==> config.mk <==
export PLATFORM = sky130hd
export DESIGN_NAME = blitter_dma_controller_flat
export DESIGN_NICKNAME = d
export VERILOG_FILES = /design/src/rtl/blitter_dma_controller_if.sv /design/src/rtl/blitter_dma_controller.sv /design/src/flat_wrapper.sv
export SDC_FILE = /design/constraint.sdc
export NUM_CORES = 1
export LEC_CHECK = 0
export CAP_MARGIN = 30
export CORE_UTILIZATION = 59
export CTS_BUF_LIST = sky130_fd_sc_hd__clkbuf_4
export DETAILED_ROUTE_END_ITERATION = 8
export PLACE_DENSITY = 0.82
export SLEW_MARGIN = 20
export SYNTH_ARGS = -nofsm -noshare
export SYNTH_HDL_FRONTEND = slang
export SYNTH_SLANG_ARGS = --single-unit
==> constraint.sdc <==
create_clock -name CPU_CLOCK -period 2.83 [get_ports CPU_CLOCK]
set_clock_uncertainty 0.05 [all_clocks]
set_input_delay 0.4245 -clock CPU_CLOCK [delete_from_list [all_inputs] [get_ports CPU_CLOCK]]
set_output_delay 0.4245 -clock CPU_CLOCK [all_outputs]
set_load 0.1 [all_outputs]
==> src/rtl/blitter_dma_controller_if.sv <==
// Bus bundle for the blitter DMA controller: CPU register port, graphics ROM read port and
// video RAM write port. The slave modport is the controller's view.
interface blitter_dma_controller_if;
    logic        REG_WE;
    logic [2:0]  REG_SEL;
    logic [7:0]  DIN;
    logic [15:0] GFX_ADDR;
    logic        GFX_RD;
    logic [7:0]  GFX_DATA;
    logic [13:0] VRAM_ADDR;
    logic [7:0]  VRAM_DATA;
    logic        VRAM_REQ;
    logic        VRAM_GNT;
    logic        VRAM_WE;
    logic        BUSY;
    logic        DONE;

    modport master (
        output REG_WE, REG_SEL, DIN, GFX_DATA, VRAM_GNT,
        input  GFX_ADDR, GFX_RD, VRAM_ADDR, VRAM_DATA, VRAM_REQ, VRAM_WE, BUSY, DONE
    );

    modport slave (
        input  REG_WE, REG_SEL, DIN, GFX_DATA, VRAM_GNT,
        output GFX_ADDR, GFX_RD, VRAM_ADDR, VRAM_DATA, VRAM_REQ, VRAM_WE, BUSY, DONE
    );
endinterface

==> src/rtl/blitter_dma_controller.sv <==
// Blitter DMA: copies a linear run of graphics ROM bytes into a row-strided rectangle of
// video RAM, one byte per READ/CAPT/WRITE pass (3 cycles per byte with the grant held).
module blitter_dma_controller (
    input logic                     CPU_CLOCK,
    input logic                     FPGA_RESET,
    blitter_dma_controller_if.slave bus
);

    typedef enum logic [1:0] {StIdle, StRead, StCapt, StWrite} state_e;

    state_e      state_q, state_d;
    logic [7:0]  src_l_q, src_l_d;
    logic [7:0]  src_h_q, src_h_d;
    logic [7:0]  dst_l_q, dst_l_d;
    logic [5:0]  dst_h_q, dst_h_d;
    logic [7:0]  width_q, width_d;
    logic [7:0]  height_q, height_d;
    logic [15:0] src_ptr_q, src_ptr_d;
    logic [13:0] row_base_q, row_base_d;
    logic [7:0]  col_q, col_d;
    logic [7:0]  row_q, row_d;
    logic [15:0] gfx_addr_q, gfx_addr_d;
    logic        gfx_rd_q, gfx_rd_d;
    logic [13:0] vram_addr_q, vram_addr_d;
    logic [7:0]  vram_data_q, vram_data_d;
    logic        vram_req_q, vram_req_d;
    logic        busy_q, busy_d;
    logic        done_q, done_d;

    logic reg_wr_ok;
    logic start;
    logic last_col;
    logic last_row;
    logic unused_din;

    // Only DST_H keeps the low six bits; the VRAM space is 16 KiB.
    assign unused_din = ^bus.DIN[7:6];

    assign reg_wr_ok = bus.REG_WE && !busy_q;
    assign start     = reg_wr_ok && (bus.REG_SEL == 3'd6);
    assign last_col  = (col_q == width_q);
    assign last_row  = (row_q == height_q);

    always_comb begin
        state_d     = state_q;
        src_l_d     = src_l_q;
        src_h_d     = src_h_q;
        dst_l_d     = dst_l_q;
        dst_h_d     = dst_h_q;
        width_d     = width_q;
        height_d    = height_q;
        src_ptr_d   = src_ptr_q;
        row_base_d  = row_base_q;
        col_d       = col_q;
        row_d       = row_q;
        gfx_addr_d  = gfx_addr_q;
        gfx_rd_d    = gfx_rd_q;
        vram_addr_d = vram_addr_q;
        vram_data_d = vram_data_q;
        vram_req_d  = vram_req_q;
        busy_d      = busy_q;
        done_d      = 1'b0;

        if (reg_wr_ok) begin
            case (bus.REG_SEL)
                3'd0:    src_l_d  = bus.DIN;
                3'd1:    src_h_d  = bus.DIN;
                3'd2:    dst_l_d  = bus.DIN;
                3'd3:    dst_h_d  = bus.DIN[5:0];
                3'd4:    width_d  = bus.DIN;
                3'd5:    height_d = bus.DIN;
                default: ;
            endcase
        end

        unique case (state_q)
            StIdle: begin
                if (start) begin
                    src_ptr_d  = {src_h_q, src_l_q};
                    row_base_d = {dst_h_q, dst_l_q};
                    col_d      = 8'd0;
                    row_d      = 8'd0;
                    busy_d     = 1'b1;
                    gfx_rd_d   = 1'b1;
                    gfx_addr_d = {src_h_q, src_l_q};
                    state_d    = StRead;
                end
            end
            StRead: begin
                gfx_rd_d  = 1'b0;
                src_ptr_d = src_ptr_q + 16'd1;
                state_d   = StCapt;
            end
            StCapt: begin
                vram_data_d = bus.GFX_DATA;
                vram_addr_d = row_base_q + 14'(col_q);
                vram_req_d  = 1'b1;
                state_d     = StWrite;
            end
            StWrite: begin
                // Address and data stay put for as long as the scan arbiter withholds the grant.
                if (bus.VRAM_GNT) begin
                    vram_req_d = 1'b0;
                    if (last_col && last_row) begin
                        busy_d  = 1'b0;
                        done_d  = 1'b1;
                        state_d = StIdle;
                    end else begin
                        gfx_rd_d   = 1'b1;
                        gfx_addr_d = src_ptr_q;
                        state_d    = StRead;
                        if (last_col) begin
                            col_d      = 8'd0;
                            row_d      = row_q + 8'd1;
                            row_base_d = row_base_q + 14'd256;
                        end else begin
                            col_d = col_q + 8'd1;
                        end
                    end
                end
            end
            default: state_d = StIdle;
        endcase
    end

    always_ff @(posedge CPU_CLOCK) begin
        if (FPGA_RESET) begin
            state_q     <= StIdle;
            src_l_q     <= 8'd0;
            src_h_q     <= 8'd0;
            dst_l_q     <= 8'd0;
            dst_h_q     <= 6'd0;
            width_q     <= 8'd0;
            height_q    <= 8'd0;
            src_ptr_q   <= 16'd0;
            row_base_q  <= 14'd0;
            col_q       <= 8'd0;
            row_q       <= 8'd0;
            gfx_addr_q  <= 16'd0;
            gfx_rd_q    <= 1'b0;
            vram_addr_q <= 14'd0;
            vram_data_q <= 8'd0;
            vram_req_q  <= 1'b0;
            busy_q      <= 1'b0;
            done_q      <= 1'b0;
        end else begin
            state_q     <= state_d;
            src_l_q     <= src_l_d;
            src_h_q     <= src_h_d;
            dst_l_q     <= dst_l_d;
            dst_h_q     <= dst_h_d;
            width_q     <= width_d;
            height_q    <= height_d;
            src_ptr_q   <= src_ptr_d;
            row_base_q  <= row_base_d;
            col_q       <= col_d;
            row_q       <= row_d;
            gfx_addr_q  <= gfx_addr_d;
            gfx_rd_q    <= gfx_rd_d;
            vram_addr_q <= vram_addr_d;
            vram_data_q <= vram_data_d;
            vram_req_q  <= vram_req_d;
            busy_q      <= busy_d;
            done_q      <= done_d;
        end
    end

    assign bus.GFX_ADDR  = gfx_addr_q;
    assign bus.GFX_RD    = gfx_rd_q;
    assign bus.VRAM_ADDR = vram_addr_q;
    assign bus.VRAM_DATA = vram_data_q;
    assign bus.VRAM_REQ  = vram_req_q;
    // A reset in the grant cycle kills the strobe so an aborted transfer never lands a byte.
    assign bus.VRAM_WE   = vram_req_q && bus.VRAM_GNT && !FPGA_RESET;
    assign bus.BUSY      = busy_q;
    assign bus.DONE      = done_q;

endmodule

==> src/flat_wrapper.sv <==
// flat-port wrapper written by rule: the top's interface ports become plain ports
module blitter_dma_controller_flat 
  (CPU_CLOCK, FPGA_RESET, bus_REG_WE, bus_REG_SEL, bus_DIN, bus_GFX_DATA, bus_VRAM_GNT, bus_GFX_ADDR, bus_GFX_RD, bus_VRAM_ADDR, bus_VRAM_DATA, bus_VRAM_REQ, bus_VRAM_WE, bus_BUSY, bus_DONE);
  blitter_dma_controller_if bus_i ();
  input logic CPU_CLOCK;
  input logic FPGA_RESET;
  input wire logic [$bits(bus_i.REG_WE)-1:0] bus_REG_WE;
  input wire logic [$bits(bus_i.REG_SEL)-1:0] bus_REG_SEL;
  input wire logic [$bits(bus_i.DIN)-1:0] bus_DIN;
  input wire logic [$bits(bus_i.GFX_DATA)-1:0] bus_GFX_DATA;
  input wire logic [$bits(bus_i.VRAM_GNT)-1:0] bus_VRAM_GNT;
  output wire logic [$bits(bus_i.GFX_ADDR)-1:0] bus_GFX_ADDR;
  output wire logic [$bits(bus_i.GFX_RD)-1:0] bus_GFX_RD;
  output wire logic [$bits(bus_i.VRAM_ADDR)-1:0] bus_VRAM_ADDR;
  output wire logic [$bits(bus_i.VRAM_DATA)-1:0] bus_VRAM_DATA;
  output wire logic [$bits(bus_i.VRAM_REQ)-1:0] bus_VRAM_REQ;
  output wire logic [$bits(bus_i.VRAM_WE)-1:0] bus_VRAM_WE;
  output wire logic [$bits(bus_i.BUSY)-1:0] bus_BUSY;
  output wire logic [$bits(bus_i.DONE)-1:0] bus_DONE;
  assign bus_i.REG_WE = bus_REG_WE;
  assign bus_i.REG_SEL = bus_REG_SEL;
  assign bus_i.DIN = bus_DIN;
  assign bus_i.GFX_DATA = bus_GFX_DATA;
  assign bus_i.VRAM_GNT = bus_VRAM_GNT;
  assign bus_GFX_ADDR = bus_i.GFX_ADDR;
  assign bus_GFX_RD = bus_i.GFX_RD;
  assign bus_VRAM_ADDR = bus_i.VRAM_ADDR;
  assign bus_VRAM_DATA = bus_i.VRAM_DATA;
  assign bus_VRAM_REQ = bus_i.VRAM_REQ;
  assign bus_VRAM_WE = bus_i.VRAM_WE;
  assign bus_BUSY = bus_i.BUSY;
  assign bus_DONE = bus_i.DONE;
  blitter_dma_controller u_core (.CPU_CLOCK(CPU_CLOCK), .FPGA_RESET(FPGA_RESET), .bus(bus_i));
endmodule
==> run summary, run 1 <==
outcome -> finished clean
final number of max-transition violations -> 0
cell types occupying the most area after synthesis -> dfxtp_1 (42%), mux2i_1 (12%), nor2_1 (7.0%)
Setup crit end kind -> register
n_diodes -> 0
Int Pwr -> 3.431 mW
CTS HTree Levels -> 4
number of warning messages in the yosys log -> 0
CTS tree -> built
Net Sw Power -> 2.695 mW
vias -> 5793
router iterations before antenna repair -> 5
placeable core region -> 10460 sq um
count of buffer and inverter cells on the critical path -> 1
Critical Path, Cell by Cell -> ha_1 -> inv_1 -> fa_1 -> nor2b_1 -> o21ai_0 -> a21oi_1 -> o21ai_0 -> or3_1 -> a311oi_1
Combinational Power Share -> 40.1%
average detailed-routed wire length per instance -> 17.54 um
io pins -> 66
clock transition at the registers of the reported paths -> 0.12 ns
CTS buffer count -> 17
fillcell total -> 806
commonest register cell after synthesis -> dfxtp_1
cell accounting for the most synthesized area -> dfxtp_1
fraction of layout cells with a size suffix above 1 -> 14.23%
number of DRC markers in iteration 0 -> 478
commonest non-fill, non-tap cell in the layout -> dfxtp_1
GR Util met2 -> 50.56%
P&R area growth vs syn -> 16.91%
GPL Wtd Cong -> 0.8977
met3 Usage GRT -> 5.579%
Yosys cell types -> 62
cell type of the slowest stage on the worst timing path -> or3_1
average footprint of a synthesized cell -> 8.860 sq um
clk buf depth -> 2
starting density of the core -> 61.40%
switch share -> 43.99%
transition at the pin with the smallest max-transition slack -> 0.7478 ns
vias per cell -> 6.137
number of setup buffers added after CTS -> 0
CP required -> 3.25 ns
relative max-transition margin -> 49.77%
sequential area share after synthesis -> 42.38%
clk sink count -> 136
pin count of the biggest net entering global routing -> 134
Final nets -> 836
dpl hpwl -> 11460 um
largest voltage drop on the vdd net -> 0.0005988 V
number of hold violations in the final report -> 0
unrepaired setup endpoints after global routing -> no
total detailed-routing wirelength -> 16560 um
met1 usage in global routing -> 38.46%
number of hold buffers added after cts -> 0
top cell type's share of synthesized area -> 42.38%
minimum setup slack after placement -> 0.2617 ns
highest attainable clock frequency -> 398.9 MHz
fraction of the cycle the final worst path needs -> 88.59%
overall die width -> 106.3 um
first-pass GRT wire length -> 26740 um
Clock Tree Root -> clkbuf_4
category of cells accounting for the largest share of critical-path delay -> compound AO/OA/AOI/OAI gates
static power due to leakage -> 2.769 nW
All-Layer GR Usage -> 30.21%
most frequent cell on the critical path -> o21ai_0
data arrival time at the worst-slack endpoint -> 2.92 ns
Post-Route Utilization -> 71.78%
CTS resizes -> 0
Cell Area, Synth -> 6424 sq um
antenna viol nets, final -> 0
die area -> 11310 sq um
Site Rows -> 37
Final setup viols -> 0
setup_tns -> 0 ns
post-detailed-placement cell area -> 7193 sq um
antenna violations before repair -> 0
delay of the slowest cell on the worst path -> 0.38 ns
drc violations -> 0
most crowded layer after global routing -> met2
via count of the first global-routing pass -> 5521
flop and latch count out of synthesis -> 136
power density relative to cell area -> 815.7 nW/um^2
total nets after synthesis -> 766
worst-path fanout max -> 4
power share of the sequential group -> 36.6%
leading cell types in the layout, fill and taps excluded -> dfxtp_1 (136), nor2_1 (120), mux2i_1 (77), buf_4 (70)
number of enable-type register cells in the synthesized netlist -> 0
flip-flop and latch area -> 2723 sq um
fin area -> 7510 sq um
proportion of power drawn by the clock network -> 23.3%
multi-input logic area -> 3472 sq um
Skew-Pair Late Insertion Delay -> 0.56 ns
worst setup margin -> 0.3228 ns
Worst Hold Class -> primary input to register
crit start category -> register
critical path start-end classification -> register to register
async set-or-reset flop fraction in the synthesized netlist -> 0%
number of maximum-capacitance violations -> 0
height of the die -> 106.3 um
synthesized instance count -> 725
grt total ovfl -> 0
number of buffers inserted by port buffering -> 65
min Tclk post-route -> 2.507 ns
==> worst paths after layout <==
kind,startpoint,to,slack (ns),cells past startpoint
max,u_core.col_q[0],u_core.bus.VRAM_ADDR[12],0.32,9
min,FPGA_RESET,u_core.src_ptr_q[5],0.35,4
max reg2reg,u_core.col_q[0],u_core.bus.VRAM_ADDR[12],0.32,9
min reg2reg,u_core.dst_l_q[5],u_core.row_base_q[5],0.42,2
==> cell usage after synthesis (6+ instances only) <==
master and number:
a211oi_1 33, and3_1 8, xnor2_1 18, clkbuf_1 35
nand4_1 9, nor3_1 10, dfxtp_1 136, o21ai_0 24
nand2_1 43, ha_1 17, nor2_1 120, a22oi_1 8
xor2_1 8, o211ai_1 6, nor2b_1 7, a21oi_1 43
inv_1 10, nand3_1 21, mux2i_1 77
==> worst reg2reg max path: stages, from the launching register on <==
cell and delay [ns]:
dfxtp_1 0.37, ha_1 0.20, inv_1 0.07, fa_1 0.38, nor2b_1 0.16, o21ai_0 0.13
a21oi_1 0.21, o21ai_0 0.21, or3_1 0.38, a311oi_1 0.25
==> final cells by class <==
class,instances,area share [%]
Tap cell,136,2.266
Clock inverter,14,2.416
Sequential cell,136,36.25
Multi-Input combinational cell,533,46.23
Inverter,14,0.6998
Timing Repair Buffer,93,10.33
Clock buffer,18,1.799
==> sequential cells by signal, summed over array words and instances (netlist names) <==
name / cells
u_core.bus.VRAM_DATA: 8
u_core.row_q: 8
u_core.col_q: 8
u_core.bus.GFX_RD: 1
u_core.dst_h_q: 6
u_core.width_q: 8
u_core.src_ptr_q: 16
u_core.bus.DONE: 1
u_core.height_q: 8
u_core.bus.VRAM_REQ: 1
u_core.src_l_q: 8
u_core.row_base_q: 14
u_core.bus.VRAM_ADDR: 14
u_core.bus.BUSY: 1
u_core.state_q: 2
u_core.src_h_q: 8
u_core.bus.GFX_ADDR: 16
u_core.dst_l_q: 8
==> kinds of logic (layout without fill, tap and decap cells) <==
logic type | Yosys count | after routing | share of synthesized area, %
xor gates and xnor gates | 26 | 26 | 3.545
AOI/OAI and AO/OA | 160 | 160 | 16.61
muxes | 78 | 78 | 12.17
buffers and inverters | 56 | 139 | 3.564
and+or+nand+nor | 251 | 251 | 18.09
DFF | 136 | 136 | 42.38
adders and majority gates | 18 | 18 | 3.623
==> layer usage <==
| layer | vias up | part of all wire [%] | wire [um] |
|---|---|---|---|
| met1 | 2768 | 44 | 7240 |
| li1 | 2759 | - | - |
| met3 | 30 | 6.0 | 989 |
| met2 | 236 | 48 | 8002 |
| met5 | - | 0 | 0 |
| met4 | 0 | 2.0 | 328 |
==> through the flow <==
stage                     power (mW)  hold WS [ns]  std cells
after floorplan                4.149        0.3815        725
after global placement         4.651        0.4008        912
after detailed placement       4.715        0.4006        912
final                          6.126        0.3541        944
after CTS                      6.116        0.3313        944
after global routing           6.378        0.3507        944
==> power groups by stage <==
stage          combinational, mW  clock, mW  sequential [mW]
2_1_floorplan              0.910          0             3.24
3_3_place_gp                2.39          0             2.27
3_5_place_dp                2.43          0             2.28
4_1_cts                     2.44       1.43             2.24
5_1_grt                     2.60       1.51             2.26
6_report                    2.45       1.43             2.24
(Power assumes the default switching activity.)
==> run 2, diff against run 1 <==
--- a/config.mk
+++ b/config.mk
@@ -5,11 +5,12 @@
 export SDC_FILE = /design/constraint.sdc
 export NUM_CORES = 1
 export LEC_CHECK = 0
-export CAP_MARGIN = 30
-export CORE_UTILIZATION = 59
+export CAP_MARGIN = 15
+export CORE_UTILIZATION = 54
 export CTS_BUF_LIST = sky130_fd_sc_hd__clkbuf_4
+export CTS_CLUSTER_SIZE = 12
 export DETAILED_ROUTE_END_ITERATION = 8
-export PLACE_DENSITY = 0.82
+export PLACE_DENSITY = 0.76
 export SLEW_MARGIN = 20
 export SYNTH_ARGS = -nofsm -noshare
 export SYNTH_HDL_FRONTEND = slang
==> run 2 against run 1 <==
Against the previous run: the flow now finishes with violations (design-rule violations); sequential cell count did not move; sequential share of layout area is 0.079 points higher; design area fell by 0.22%; wire length is 4.2% lower; first-iteration DRC count decreased by 23%; register-to-register slack got worse by 0.03 ns; combinational power shrank 2%; power down 0.59%; sequential power about the same; final cell count grew 0.21%; clock-buffer cell count decreased by 1.
==> run summary, run 2 (synthesis gave the netlist of run 1 again) <==
GPL Wtd Cong -> 0.8981 (about the same)
Final setup viols -> 0 (unchanged)
height of the die -> 111.1 um (+4.4%)
setup_tns -> 0 ns (unchanged)
Skew-Pair Late Insertion Delay -> 0.54 ns (-0.02 ns)
post-detailed-placement cell area -> 7164 sq um (-0.40%)
delay of the slowest cell on the worst path -> 0.39 ns (about the same)
placeable core region -> 11520 sq um (+10%)
final number of max-transition violations -> 0 (unchanged)
static power due to leakage -> 2.732 nW (-1.3%)
Setup crit end kind -> register
number of buffers inserted by port buffering -> 65 (unchanged)
number of hold violations in the final report -> 0 (unchanged)
Post-Place Cells -> 914 (+0.22%)
starting density of the core -> 55.78% (-5.6 points)
overall die width -> 111.1 um (+4.4%)
crit start category -> register
commonest non-fill, non-tap cell in the layout -> dfxtp_1
internal reg-to-reg setup slack -> 0.30 ns (-0.03 ns)
P&R area growth vs syn -> 16.65%
clk sink count -> 136 (unchanged)
failing checks -> design-rule violations
fraction of the cycle the final worst path needs -> 89.58% (+0.98 points)
most frequent cell on the critical path -> o21ai_0
Final nets -> 831 (-0.60%)
minimum setup slack after placement -> 0.2285 ns (-0.03327 ns)
unrepaired setup endpoints after global routing -> no
All-Layer GR Usage -> 26.21% (-4.0 points)
first-pass GRT wire length -> 25700 um (-3.9%)
CTS tree -> built
pin count of the biggest net entering global routing -> 82 (-39%)
Post-Route Utilization -> 65.07% (-6.7 points)
number of maximum-capacitance violations -> 0 (unchanged)
Clock Tree Root -> clkbuf_4
Worst Hold Class -> primary input to register
highest attainable clock frequency -> 394.5 MHz (-1.1%)
die area -> 12340 sq um (+9.1%)
relative max-transition margin -> 61.47% (+12 points)
CTS HTree Levels -> 4 (unchanged)
antenna viol nets, final -> 0 (unchanged)
number of DRC markers in iteration 0 -> 367 (-23%)
Final Instance Count excl. Fillers -> 946 (+0.21%)
largest voltage drop on the vdd net -> 0.0004304 V (-28%)
CP required -> 3.23 ns (-0.02 ns)
leading cell types in the layout, fill and taps excluded -> dfxtp_1 (136), nor2_1 (120), mux2i_1 (77), buf_4 (65)
min Tclk post-route -> 2.535 ns (+0.02783 ns)
outcome -> complete, but fails checks
grt total ovfl -> 0 (unchanged)
vias -> 5578 (-3.7%)
drc violations -> 10 (+10)
Site Rows -> 39 (+5.4%)
n_diodes -> 0 (unchanged)
number of setup buffers added after CTS -> 0 (unchanged)
io pins -> 66 (unchanged)
router iterations before antenna repair -> 7 (+2)
via count of the first global-routing pass -> 5216 (-5.5%)
CTS resizes -> 0 (unchanged)
power density relative to cell area -> 812.7 nW/um^2 (-0.37%)
worst setup margin -> 0.2950 ns (-0.02783 ns)
number of hold buffers added after cts -> 0 (unchanged)
data arrival time at the worst-slack endpoint -> 2.94 ns (+0.02 ns)
cell type of the slowest stage on the worst timing path -> or3_1
average detailed-routed wire length per instance -> 16.77 um (-4.4%)
clk buf depth -> 2 (unchanged)
critical path start-end classification -> register to register
vias per cell -> 5.896 (-3.9%)
CTS buffer count -> 17 (unchanged)
fraction of layout cells with a size suffix above 1 -> 13.70% (-0.53 points)
worst-path fanout max -> 4 (unchanged)
clock transition at the registers of the reported paths -> 0.13 ns (about the same)
total detailed-routing wirelength -> 15860 um (-4.2%)
fin area -> 7493 sq um (-0.22%)
Critical Path, Cell by Cell -> ha_1 -> inv_1 -> fa_1 -> nor2b_1 -> o21ai_0 -> a21oi_1 -> o21ai_0 -> or3_1 -> a311oi_1
antenna violations before repair -> 0 (unchanged)
dpl hpwl -> 11230 um (-2.0%)
transition at the pin with the smallest max-transition slack -> 0.5762 ns (-0.1716 ns)
## run 2: cell count changes in the layout (fill, tap and decap cells not counted)
cell        change
buf_4           -5
clkinv_2        -4
clkinvlp_4      +3
inv_6           +2
clkbuf_4        -1
## run 2: path summary, 6_finish.rpt
check,from,cells after the start,endpoint
max,u_core.col_q[0],9,u_core.bus.VRAM_ADDR[12]
min,FPGA_RESET,2,u_core.bus.VRAM_ADDR[10]
max reg2reg,u_core.col_q[0],9,u_core.bus.VRAM_ADDR[12]
min reg2reg,u_core.dst_l_q[0],2,u_core.row_base_q[0]
## run 2: report_power, final
| part | internal [mW] | total [mW] | switching [mW] |
|---|---|---|---|
| logic | 0.600 | 2.41 | 1.81 |
| registers | 2.11 | 2.23 | 0.124 |
| clock network | 0.702 | 1.44 | 0.741 |
| total | 3.41 | 6.09 | 2.68 |
## run 2: area by class of cell
| type | instances | area (sq um) |
|---|---|---|
| inverter | 14 | 52.55 |
| tap | 143 | 178.9 |
| fill | 961 | 4023 |
| clock inverter | 15 | 201.4 |
| sequential | 136 | 2723 |
| multi-input combinational | 533 | 3472 |
| timing repair buffer | 88 | 738.2 |
| clock buffer | 17 | 127.6 |
## run 2: through the flow
step                      hold slack [ns]  power, mW
after floorplan                    0.3815      4.149
after global placement             0.3953      4.631
after detailed placement           0.4003      4.678
after CTS                         0.09746      6.111
after global routing              0.09566      6.355
final                              0.1340      6.090
## run 2: metal layers
metal / wire length, um / part of all wire [%] / vias to the layer above / global-route usage (%)
met5: 0 / 0 / - / 0
met1: 7268 / 46 / 2615 / 35.68
met2: 7328 / 46 / 186 / 40.46
met4: 289 / 1.8 / 0 / 9.640
li1: - / - / 2748 / -
met3: 974 / 6.1 / 29 / 6.124
## run 2: worst max-delay path: cells and delay by family (launching register included)
kind	cells	cell delay (ns)
AND/OR/NAND/NOR	2	0.55
flip-flops	1	0.35
adder cells (fa/ha/maj)	2	0.56
AO/OA/AOI/OAI	4	0.87
buffers and inverters	1	0.06
